==> config.mk <==
export PLATFORM = sky130hd
export DESIGN_NAME = mem_port_arbiter
export DESIGN_NICKNAME = d
export VERILOG_FILES = /design/src/rtl/mem_port_arbiter.sv
export SDC_FILE = /design/constraint.sdc
export NUM_CORES = 1
export LEC_CHECK = 0
export ABC_AREA = 1
export CAP_MARGIN = 20
export CORE_AREA = 2 2 117 119
export DETAILED_ROUTE_END_ITERATION = 8
export DIE_AREA = 0 0 119 121
export GPL_TIMING_DRIVEN = 0
export PLACE_DENSITY = 0.68
export SYNTH_ARGS = -nofsm -noshare
export SYNTH_HDL_FRONTEND = slang
export SYNTH_SLANG_ARGS = --single-unit
==> constraint.sdc <==
create_clock -name clk -period 4.65 [get_ports clk]
set_input_delay 1.395 -clock clk [delete_from_list [all_inputs] [get_ports clk]]
set_output_delay 1.395 -clock clk [all_outputs]
set_load 0.01 [all_outputs]
==> src/rtl/mem_port_arbiter.sv <==
// Two-master arbiter for the single synchronous memory port: CPU by default,
// DMA on idle CPU, on starvation timeout, or while holding a locked burst.
module mem_port_arbiter #(
    parameter int DATA_W    = 32,
    parameter int ADDR_W    = 32,
    parameter int MAX_WAIT  = 8,
    parameter int MAX_BURST = 4
) (
    input  logic              clk,
    input  logic              reset,
    input  logic              cpu_req,
    input  logic              cpu_we,
    input  logic [ADDR_W-1:0] cpu_addr,
    input  logic [DATA_W-1:0] cpu_wdata,
    output logic              cpu_gnt,
    output logic              cpu_stall,
    output logic              cpu_rvalid,
    output logic [DATA_W-1:0] cpu_rdata,
    input  logic              dma_req,
    input  logic              dma_we,
    input  logic              dma_lock,
    input  logic [ADDR_W-1:0] dma_addr,
    input  logic [DATA_W-1:0] dma_wdata,
    output logic              dma_gnt,
    output logic              dma_rvalid,
    output logic [DATA_W-1:0] dma_rdata,
    output logic              mem_en,
    output logic              mem_we,
    output logic [ADDR_W-1:0] mem_addr,
    output logic [DATA_W-1:0] mem_wdata,
    input  logic [DATA_W-1:0] mem_rdata
);

    localparam logic [7:0] MAX_WAIT_C  = 8'(MAX_WAIT);
    localparam logic [7:0] MAX_BURST_C = 8'(MAX_BURST);

    typedef enum logic {NORM, BURST} state_e;

    state_e     state_q, state_d;
    logic [7:0] wait_cnt_q, wait_cnt_d;
    logic [7:0] burst_cnt_q, burst_cnt_d;
    logic       cpu_rvalid_q, cpu_rvalid_d;
    logic       dma_rvalid_q, dma_rvalid_d;

    always_ff @(posedge clk or negedge reset) begin
        if (!reset) begin
            state_q      <= NORM;
            wait_cnt_q   <= '0;
            burst_cnt_q  <= '0;
            cpu_rvalid_q <= 1'b0;
            dma_rvalid_q <= 1'b0;
        end else begin
            state_q      <= state_d;
            wait_cnt_q   <= wait_cnt_d;
            burst_cnt_q  <= burst_cnt_d;
            cpu_rvalid_q <= cpu_rvalid_d;
            dma_rvalid_q <= dma_rvalid_d;
        end
    end

    // Grants are gated by reset so nothing reaches memory while reset is held.
    always_comb begin
        state_d     = state_q;
        burst_cnt_d = burst_cnt_q;
        cpu_gnt     = 1'b0;
        dma_gnt     = 1'b0;
        if (reset) begin
            case (state_q)
                NORM: begin
                    dma_gnt = dma_req & (~cpu_req | (wait_cnt_q == MAX_WAIT_C));
                    cpu_gnt = cpu_req & ~dma_gnt;
                    if (dma_gnt && dma_lock) begin
                        state_d     = BURST;
                        burst_cnt_d = 8'd1;
                    end
                end
                BURST: begin
                    if (dma_req && dma_lock && (burst_cnt_q < MAX_BURST_C)) begin
                        dma_gnt     = 1'b1;
                        burst_cnt_d = burst_cnt_q + 8'd1;
                    end else begin
                        // Leaving a burst: CPU wins, starvation override suppressed.
                        cpu_gnt     = cpu_req;
                        dma_gnt     = dma_req & ~cpu_req;
                        state_d     = NORM;
                        burst_cnt_d = '0;
                    end
                end
                default: begin
                    state_d     = NORM;
                    burst_cnt_d = '0;
                end
            endcase
        end
    end

    always_comb begin
        wait_cnt_d = wait_cnt_q;
        if (!dma_req || dma_gnt)
            wait_cnt_d = '0;
        else if (wait_cnt_q < MAX_WAIT_C)
            wait_cnt_d = wait_cnt_q + 8'd1;
    end

    always_comb begin
        mem_en    = 1'b0;
        mem_we    = 1'b0;
        mem_addr  = '0;
        mem_wdata = '0;
        if (cpu_gnt) begin
            mem_en    = 1'b1;
            mem_we    = cpu_we;
            mem_addr  = cpu_addr;
            mem_wdata = cpu_wdata;
        end else if (dma_gnt) begin
            mem_en    = 1'b1;
            mem_we    = dma_we;
            mem_addr  = dma_addr;
            mem_wdata = dma_wdata;
        end
    end

    assign cpu_rvalid_d = cpu_gnt & ~cpu_we;
    assign dma_rvalid_d = dma_gnt & ~dma_we;

    assign cpu_stall  = reset & cpu_req & ~cpu_gnt;
    assign cpu_rvalid = cpu_rvalid_q;
    assign dma_rvalid = dma_rvalid_q;
    assign cpu_rdata  = mem_rdata;
    assign dma_rdata  = mem_rdata;

endmodule
After elaboration in Yosys (flattened, before gate mapping)
Cells that the tools add are included.
- register bits after elaboration: 19
- input bits: 167
- output and inout bits: 135
- logic and storage cells: 54
- add/subtract/negate cells: 2
- order comparisons: 2
- equal/unequal tests: 2
- muxes and demuxes: 22
- bitwise operators: 14
- reduce and logical (&&, ||, !) cells: 7
- operator list (operator ; number):
    $mux 32 ; 4
    $mux 8 ; 4
    $add 8x1->8 const B ; 2
    $pmux 8 s2 ; 1
    $mux 1 ; 10
    $eq 8x4->1 const B ; 1
    $lt 8x3->1 const B ; 1
    $lt 8x4->1 const B ; 1
    $and 1x1->1 ; 7
    $not 1->1 ; 6
    $pmux 1 s2 ; 3
    $logic_and 1x1->1 ; 3
    $ne 2x2->1 const B ; 1
    $reduce_and 2->1 ; 1
    $reduce_bool 2->1 ; 1
    $logic_not 1->1 ; 1
    $logic_or 1x1->1 ; 1
    $or 1x1->1 ; 1

Longest topological paths before layout
Gate-level depths: netlist of the first run.
- depth in word-level cells: 9
- gate-level depth with buffers: 11
- mapped depth without buffers: 9

Least setup slack after synthesis of the first run
OpenSTA, ideal clock, no wires.
- kind: input -> output
- start: input dma_req
- end: output mem_wdata[22]
- arrival time: 2.274 ns
- data required time: 3.255 ns
- setup slack: 0.981 ns
- cell stages on the path: 8
- cells stage by stage: inv_1 > nor2_1 > nor2_2 > nand2_1 > nand2_1 > clkbuf_1 > nand3_1 > nand2_1
- cells in the longest elaborated chain, start to end: 7
- elaborated cells between the ends (all ways): 14
- classes of those cells: mux (8); bitwise (4); reduce/logical (2)
- ends and longest elaborated chain (what ; RTL line ; RTL):
    from (decl) ; 19 ; input logic dma_req,
    $logic_and 1x1->1 (2 in series) ; 78 ; if (dma_req && dma_lock && (burst_cnt_q < MAX_BURST_C)) begin
    $mux 1 ; 78 ;
    $pmux 1 s2 ; 68 ; case (state_q)
    $mux 1 ; 67 ; if (reset) begin
    $mux 32 ; 115 ; end else if (dma_gnt) begin
    $mux 32 (*) ; 110 ; if (cpu_gnt) begin
    to (decl) ; 30 ; output logic [DATA_W-1:0] mem_wdata,
Every way passes the cells marked *; elsewhere a longest branch is shown, timed or not.

Worst setup path after layout of the first run
- start: input cpu_req
- end: output mem_addr[13]
- cells in the longest elaborated chain, start to end: 8
- elaborated cells between the ends (all ways): 14
- classes of those cells: mux (8); bitwise (6)
- ends and longest elaborated chain (what ; RTL line ; RTL):
    from (decl) ; 11 ; input logic cpu_req,
    $not 1->1 ; 70, 84 ;
    $or 1x1->1 ; 70 ; dma_gnt = dma_req & (~cpu_req | (wait_cnt_q == MAX_WAIT_C));
    $and 1x1->1 ; 70 ;
    $not 1->1 ; 71 ; cpu_gnt = cpu_req & ~dma_gnt;
    $and 1x1->1 ; 71 ;
    $pmux 1 s2 ; 68 ;
    $mux 1 ; 67 ;
    $mux 32 (*) ; 110 ;
    to (decl) ; 29 ; output logic [ADDR_W-1:0] mem_addr,
Marked as above.

==> flow_metrics.py, run 1 <==
metrics = {
    "floorplan": {
        "coreArea_um2": 13100,
        "fp.dieH_um": 121,
        "die_w_um": 119,
        "fp.dieArea_um2": 14400,
        "pin_count": 302,
        "start_util": 0.188,
        "rows": 42,
    },
    "finish": {
        "layout-drive-gt1-share": 0.176,
        "area_delta_synth_final_pct": 124,
        "regArea_um2": 475,
        "n_fill_cell": 1334,
        "final_cell_mix": "198 x clkdlybuf4s50_1, 135 x nand3_1, 95 x nand2_1",
        "diodes": 0,
        "finish.utilization": 0.423,
        "multi_input_area_um2": 1280,
        "final_common_cell": "clkdlybuf4s50_1",
        "fin_nets": 852,
    },
    "drt": {
        "wl_per_cell_um": 15.4,
        "drc": 0,
        "num_vias": 3578,
        "wl_um": 13200,
        "routed_via_density": 4.18,
        "antenna_left": 0,
        "first_pass_iters": 6,
        "drtIter0Drc": 206,
    },
    "synthesis": {
        "yosysSeqAreaShare": 0.193,
        "synth_top_family_by_area": "simple AND/OR/NAND/NOR gates",
        "ys_ff_latch": 19,
        "synth.area.mux_share": 0,
        "synth_cells": 405,
        "synthFlopType": "dfrtp_1",
        "syn_avg_cell_area_um2": 6.09,
        "synth_edf_count": 0,
        "synth-xor-area-share": 0.00710,
        "synthDistinctLibCells": 22,
        "syn_area_um2": 2470,
        "ys_async_sr_fraction": 1.00,
        "synth_compound_area_frac": 0.0142,
        "syn_nets": 575,
        "synthAdderAreaFrac": 0.0152,
        "synth-simple-area-share": 0.467,
        "ys_warn_count": 0,
    },
    "timing": {
        "final-max-slew-violation-count": 0,
        "hold_viol": 0,
        "min_period_over_period": 0.986,
        "fin_hold_ws_ps": 461,
        "maxSlewHeadroom": 0.644,
        "fin_skew_ps": 1.02,
        "finalSetupViolCount": 0,
        "finalCriticalPeriod_ps": 4590,
        "setup_tns_ps": 0,
        "max_clock_freq_mhz": 218,
        "tightest_slew_ps": 530,
        "grt_setup_unrepaired": "false",
    },
    "cts": {
        "cts-htree-levels": 1,
        "cts-root-buf": "clkbuf_16",
        "clkLatencyLatePin_ps": 250,
        "cts_tree": "done",
        "clock_path_buffers": 2,
        "clock_sinks": 19,
        "clk_pin_slew_worst_paths_ps": 50,
        "numCtsBuffers": 3,
    },
    "grt": {
        "grt_max_degree": 24,
        "grt_use_met1": 0.213,
        "grt-busiest-layer": "met2",
        "antenna_found_initial": 1,
        "grt_use_met2": 0.303,
        "grt_pass1_wl_um": 19200,
        "gr-usage-all-layers": 0.169,
        "grt_pass1_vias": 3363,
        "gr-usage-met3": 0.0385,
        "overflow": 0,
    },
    "setup_path": {
        "critical_path_class": "in2out",
        "r2r_setup_slack_ps": 2910,
        "worst-path-max-fanout": 10,
        "rr_worst_depth": 11,
        "crit_path_start": "cpu_req",
        "critPathCaptureType": "primary output",
        "crit_end": "mem_addr[13]",
        "rr_startpoint": "wait_cnt_q[0]",
        "r2r-end": "burst_cnt_q[1]",
        "crit_arrival_ps": 3190,
        "worstSetupStartpointType": "primary input",
        "cp.required_ps": 3250,
    },
    "outcome": {
        "outcome": "finished clean",
    },
    "placed_design": {
        "gp_congestion": 0.794,
        "io_buffers": 269,
        "dp_hpwl_um": 10900,
    },
    "min_path": {
        "hold_class": "reg2reg",
    },
    "power": {
        "total_power_uw": 962,
        "power_density_nw_per_um2": 174,
        "p_leak_uw": 0.00293,
        "ir_drop_v": 0.000172,
    },
    "run": {
        "cap_violations": 0,
    },
}
==> sequential cells by signal, summed over array words and instances (netlist names) <==
register	count
state_q	1
burst_cnt_q	8
wait_cnt_q	8
dma_rvalid	1
cpu_rvalid	1
==> synthesized netlist by cell type, types with 3 or more instances <==
cell type  instances  share of area
buf_6              4          0.018
nor2_1            16          0.024
nand2_1           99           0.15
buf_4             67           0.20
ha_1               3          0.015
inv_1             27          0.041
clkbuf_1           3         0.0046
dfrtp_1           19           0.19
buf_2             13          0.026
buf_1              5         0.0076
nand3_1          135           0.27
==> metrics by stage <==
| stage | std cells | cell area (um^2) | setup slack (ps) |
|---|---|---|---|
| global route | 857 | 5530 | 3.11 |
| CTS | 856 | 5530 | -162 |
| floorplan | 405 | 2470 | 981 |
| detailed placement | 850 | 5380 | -1390 |
| finish | 857 | 5530 | 63.3 |
| global placement | 850 | 5380 | -1360 |
==> power breakdown <==
part	total (uW)	leakage [uW]	switching [uW]	internal, uW
clock network	176	0.0000409	60.9	115
logic	600	0.00263	269	331
registers	186	0.000260	10.1	176
total	962	0.00293	340	622
==> what timing repair did <==
item                       in CTS  in global routing
hold buffers                    0                  0
pin swaps                       2                  2
setup endpoints to repair      69                 31
gates resized for setup       113                 30
setup buffers                   2                  1
==> final cells by class <==
type / count / area share
timing repair buffer: 272 / 0.475
buffer: 92 / 0.135
multi-input combinational: 266 / 0.231
sequential: 19 / 0.0860
inverter: 28 / 0.0190
clock inverter: 1 / 0.000905
clock buffer: 3 / 0.0136
tap: 176 / 0.0398
==> critical path, cell delays in order <==
cell             delay [ps]
clkdlybuf4s50_1         480
nor2_4                  190
nor2_4                   60
a21oi_4                 200
buf_4                   140
buf_6                   110
buf_4                   170
nand3_1                  90
nand2_1                  70
dlygate4sd2_1           270
==> worst min path at each step <==
stage,startpoint,endpoint,slack (ps),cells after the start
global route,burst_cnt_q[4],burst_cnt_q[4],480,2
detailed placement,burst_cnt_q[4],burst_cnt_q[4],450,2
CTS,burst_cnt_q[4],burst_cnt_q[4],470,2
finish,burst_cnt_q[4],burst_cnt_q[4],460,2
global placement,burst_cnt_q[3],burst_cnt_q[3],450,2
floorplan,burst_cnt_q[3],burst_cnt_q[3],440,2
==> cells by family (layout without fill, tap and decap cells) <==
logic type	after synthesis	after routing
buffers and inverters	120	396
and+or+nand+nor	257	257
DFF	19	19
adders and majority gates	3	3
xor gates and xnor gates	2	2
AOI/OAI and AO/OA	4	4
==> routing by layer <==
metal | part of all wire | vias to the layer above
met2 | 0.51 | 157
met4 | 0.0068 | 2
met1 | 0.41 | 1605
li1 | - | 1806
met3 | 0.072 | 8
met5 | 0.00099 | -
No activity file was read; power rests on OpenSTA's default activity.
==> run 2: changes to the inputs <==
Settings changed: CORE_AREA 2 2 117 119 to 2 2 119 121, DIE_AREA 0 0 119 121 to 0 0 121 123, DONT_BUFFER_PORTS set to 1, PLACE_DENSITY 0.68 to 0.3.
==> run 2 against run 1 <==
Against the previous run:
- global-route usage shrank 5.0 points
- register-to-register slack lost 90 ps
- final cell count shrank 31%
- clock-buffer cell count is the same
- largest power group unchanged
- non-clock buffer count shrank 272
- sequential share of layout area grew 8.6 points
- sequential power is essentially flat
- setup slack gained 620 ps
==> flow_metrics.py, run 2 (synthesis results as in run 1) <==
metrics = {
    "outcome": {
        "outcome": "finished clean",
    },
    "power": {
        "power.switching_uw": 286,
        "clkPwrFrac": 0.263,
        "swShare": 0.419,
        "power_density_nw_per_um2": 246,
        "power_frac_seq": 0.273,
        "total_power_uw": 683,
        "p_comb_frac": 0.465,
        "p_leak_uw": 0.00154,
        "power.internal_uw": 396,
        "ir_drop_v": 0.000132,
    },
    "drt": {
        "wl_um": 10200,
        "wl_per_cell_um": 17.4,
        "num_vias": 2596,
        "drc": 0,
        "antenna_left": 0,
        "routed_via_density": 4.41,
        "drtIter0Drc": 87,
        "first_pass_iters": 4,
    },
    "placed_design": {
        "pre_cts_slack_ps": 664,
        "io_buffers": 0,
        "gp_congestion": 0.719,
        "dp_hpwl_um": 8640,
    },
    "cts": {
        "clock_sinks": 19,
        "clock_path_buffers": 2,
        "clkLatencyLatePin_ps": 250,
        "cts_tree": "done",
        "post_cts_resized": 0,
        "hold_buffers": 0,
        "cts-htree-levels": 1,
        "cts-root-buf": "clkbuf_16",
        "clk_pin_slew_worst_paths_ps": 60,
        "numCtsBuffers": 3,
        "cts_setup_buffers": 0,
    },
    "finish": {
        "fin_nets": 580,
        "final_common_cell": "nand3_1",
        "area_delta_synth_final_pct": 12.4,
        "diodes": 0,
        "layout-drive-gt1-share": 0.230,
        "top_regs": "burst_cnt_q: 8 flops, wait_cnt_q: 8 flops",
        "final_cell_mix": "135 x nand3_1, 99 x nand2_1, 67 x buf_4",
    },
    "timing": {
        "max_clock_freq_mhz": 252,
        "finalSetupViolCount": 0,
        "finalCriticalPeriod_ps": 3960,
        "fin_skew_ps": 0.969,
        "tightest_slew_ps": 545,
        "timing.final.ws_setup_ps": 687,
        "hold_viol": 0,
        "setup_tns_ps": 0,
        "fin_hold_ws_ps": 468,
        "final-max-slew-violation-count": 0,
        "min_period_over_period": 0.852,
        "maxSlewHeadroom": 0.634,
        "grt_setup_unrepaired": "false",
    },
    "floorplan": {
        "fp.dieArea_um2": 14900,
        "fp.dieH_um": 123,
        "die_w_um": 121,
        "pin_count": 302,
        "start_util": 0.181,
        "rows": 43,
        "coreArea_um2": 13600,
    },
    "grt": {
        "grt_use_met2": 0.219,
        "grt-busiest-layer": "met2",
        "grt_pass1_wl_um": 13700,
        "grt_max_degree": 24,
        "gr-usage-all-layers": 0.119,
        "grt_use_met1": 0.133,
        "overflow": 0,
        "gr-usage-met3": 0.0378,
        "grt_pass1_vias": 2338,
        "antenna_found_initial": 0,
    },
    "setup_path": {
        "rr_startpoint": "wait_cnt_q[0]",
        "crit_arrival_ps": 2570,
        "worst-path-max-fanout": 10,
        "cp.required_ps": 3250,
        "crit_path_start": "dma_req",
        "critPathCaptureType": "primary output",
        "worstSetupStartpointType": "primary input",
        "critical_path_class": "in2out",
    },
    "run": {
        "cap_violations": 0,
    },
    "min_path": {
        "hp-start": "burst_cnt_q[7]",
        "hold_class": "reg2reg",
    },
}
-- run 2: layout make-up --
class	count	area, um^2
Buffer	92	643
Clock inverter	1	5.00
Tap cell	180	225
Inverter	28	105
Fill cell	1571	10800
Sequential cell	19	475
Clock buffer	3	75.1
Multi-Input combinational cell	266	1240
-- run 2: stage by stage --
stage / instances / utilization / area (um^2)
CTS: 589 / 0.204 / 2770
floorplan: 405 / - / 2470
detailed placement: 585 / 0.198 / 2690
global route: 589 / 0.204 / 2770
global placement: 585 / 0.198 / 2690
finish: 589 / 0.204 / 2770
-- run 2: power groups by stage --
| stage | Combinational [uW] | Sequential [uW] | Clock [uW] |
|---|---|---|---|
| 2_1_floorplan | 255 | 186 | 0 |
| 3_3_place_gp | 325 | 190 | 0 |
| 3_5_place_dp | 324 | 189 | 0 |
| 4_1_cts | 324 | 186 | 189 |
| 5_1_grt | 352 | 189 | 200 |
| 6_report | 317 | 186 | 179 |
-- run 2: path summary, 6_finish.rpt --
check	end	slack, ps	cells past startpoint
max	mem_wdata[30]	690	8
min	burst_cnt_q[7]	470	2
max reg2reg	burst_cnt_q[1]	2820	10
min reg2reg	burst_cnt_q[7]	470	2
max in group asynchronous	wait_cnt_q[2]	3740	0
min in group asynchronous	burst_cnt_q[7]	840	0
-- run 2: layer usage --
metal | up-vias | part of all wire
li1 | 1260 | -
met1 | 1172 | 0.36
met2 | 152 | 0.52
met3 | 12 | 0.095
met4 | 0 | 0.023
met5 | - | 0
-- run 2: critical path, stage by stage --
cell and delay (ps):
inv_1 30, nor2_1 50, nor2_2 150, nand2_1 100, nand2_1 130, clkbuf_1 410
nand3_1 150, nand2_1 150
==> run 3: changes to the inputs <==
Settings changed: CORE_AREA 2 2 119 121 to 2 2 117 119, DIE_AREA 0 0 121 123 to 0 0 119 121, RECOVER_POWER set to 25.
==> run 3 against run 2 <==
Against the previous run:
- critical path depth is 1 higher
- clock-buffer cell count is 1 higher
- core utilization is 0.61 points higher
- highest routed layer unchanged
- setup slack worse by 92 ps
- total power hardly changed
- wire length is 3.6% higher
- hold slack worse by 5.8 ps
- sequential power hardly changed
- register-to-register slack worse by 110 ps
- clock skew is 3.4 ps higher
==> flow_metrics.py, run 3 (synthesis results as in run 1) <==
metrics = {
    "finish": {
        "regArea_um2": 475,
        "final_area_um2": 2740,
        "multi_input_area_um2": 1230,
        "final_cell_mix": "136 x nand3_1, 100 x nand2_1, 64 x buf_4",
        "top_regs": "burst_cnt_q: 8 flops, wait_cnt_q: 8 flops",
        "fin_nets": 580,
        "area_delta_synth_final_pct": 11.3,
        "diodes": 0,
        "n_fill_cell": 1516,
        "final_common_cell": "nand3_1",
        "layout-drive-gt1-share": 0.213,
        "fin_cells": 585,
    },
    "power": {
        "power_density_nw_per_um2": 249,
        "total_power_uw": 682,
        "ir_drop_v": 0.000129,
        "p_leak_uw": 0.00153,
    },
    "setup_path": {
        "critPathCaptureType": "primary output",
        "critical_path_class": "in2out",
        "worstSetupStartpointType": "primary input",
        "critical-path-max-stage-delay_ps": 260,
        "worstPathCellList": "inv_1 > nor2_1 > nor2_1 > nand2_1 > nand2_1 > buf_4 > buf_6 > nand3_1 > nand2_1",
        "crit_slowest_cell": "buf_4",
        "crit_top_cell": "nand2_1",
        "crit_arrival_ps": 2660,
        "worst-path-max-fanout": 10,
        "crit_family": "simple AND/OR/NAND/NOR gates",
        "worst-path-buf-inv": 3,
        "cp.required_ps": 3250,
    },
    "grt": {
        "grt_max_degree": 24,
        "antenna_found_initial": 0,
        "gr-usage-all-layers": 0.132,
        "grt_pass1_vias": 2424,
        "overflow": 0,
        "grt_pass1_wl_um": 14700,
    },
    "timing": {
        "finalCriticalPeriod_ps": 4060,
        "grt_setup_unrepaired": "false",
        "max_clock_freq_mhz": 247,
        "final-max-slew-violation-count": 0,
        "finalSetupViolCount": 0,
        "setup_tns_ps": 0,
        "maxSlewHeadroom": 0.647,
        "tightest_slew_ps": 526,
        "hold_viol": 0,
        "fin_skew_ps": 4.36,
        "min_period_over_period": 0.872,
        "timing.final.ws_setup_ps": 595,
    },
    "cts": {
        "clock_sinks": 19,
        "cts-root-buf": "clkbuf_16",
        "numCtsBuffers": 3,
        "post_cts_resized": 0,
        "clk_pin_slew_worst_paths_ps": 50,
        "hold_buffers": 0,
        "cts_tree": "done",
        "clock_path_buffers": 2,
        "cts_setup_buffers": 0,
        "cts-htree-levels": 1,
        "clkLatencyLatePin_ps": 250,
    },
    "floorplan": {
        "fp.dieArea_um2": 14400,
        "pin_count": 302,
        "start_util": 0.188,
        "rows": 42,
        "die_w_um": 119,
        "fp.dieH_um": 121,
        "coreArea_um2": 13100,
    },
    "drt": {
        "drtIter0Drc": 133,
        "antenna_left": 0,
        "drc": 0,
        "first_pass_iters": 4,
        "wl_per_cell_um": 18.1,
        "num_vias": 2618,
        "wl_um": 10600,
        "routed_via_density": 4.48,
    },
    "placed_design": {
        "pre_cts_slack_ps": 589,
        "placed_cells": 581,
        "dp_hpwl_um": 8840,
        "io_buffers": 0,
        "placed_cell_area_um2": 2690,
        "gp_congestion": 0.773,
    },
    "outcome": {
        "outcome": "finished clean",
    },
    "run": {
        "cap_violations": 0,
    },
    "min_path": {
        "hold_class": "reg2reg",
    },
}
## run 3: path summary, 6_finish.rpt
check | slack, ps | from | cells after the start | end
setup / recovery | 590 | dma_req | 9 | mem_wdata[11]
hold reg to reg | 460 | burst_cnt_q[4] | 2 | burst_cnt_q[4]
setup reg to reg | 2710 | wait_cnt_q[0] | 10 | burst_cnt_q[1]
min in group asynchronous | 830 | reset | 0 | wait_cnt_q[2]
hold / removal | 460 | burst_cnt_q[4] | 2 | burst_cnt_q[4]
max in group asynchronous | 3740 | reset | 0 | burst_cnt_q[6]
## run 3: power by group
| group | internal [uW] | switching (uW) |
|---|---|---|
| clock | 117 | 65.0 |
| sequential | 176 | 9.84 |
| combinational | 104 | 211 |
## run 3: cell type report
cell class                      instances  area share
Multi-Input combinational cell        266       0.449
Buffer                                 92       0.230
Sequential cell                        19       0.173
Tap cell                              176      0.0803
Inverter                               28      0.0383
Clock buffer                            4      0.0287
## run 3: worst reg2reg max path, delay by kind of cell (launching register included)
kind / cells / cell delay (ps)
adder cells (fa/ha/maj): 1 / 140
AO/OA/AOI/OAI: 1 / 290
AND/OR/NAND/NOR: 6 / 640
flip-flops: 1 / 400
buffers and inverters: 2 / 360
## run 3: routing by layer
layer,up-vias,track usage,part of all wire
met5,-,0,0
met4,0,0.0134,0.0027
met3,4,0.0352,0.082
met2,139,0.252,0.54
met1,1218,0.152,0.37
li1,1257,-,-
## run 3: metrics by stage
| step | hold slack [ps] | util |
|---|---|---|
| 4_1_cts | 468 | 0.211 |
| 2_1_floorplan | 436 | - |
| 6_report | 462 | 0.210 |
| 3_5_place_dp | 452 | 0.205 |
| 5_1_grt | 489 | 0.210 |
| 3_3_place_gp | 451 | 0.205 |
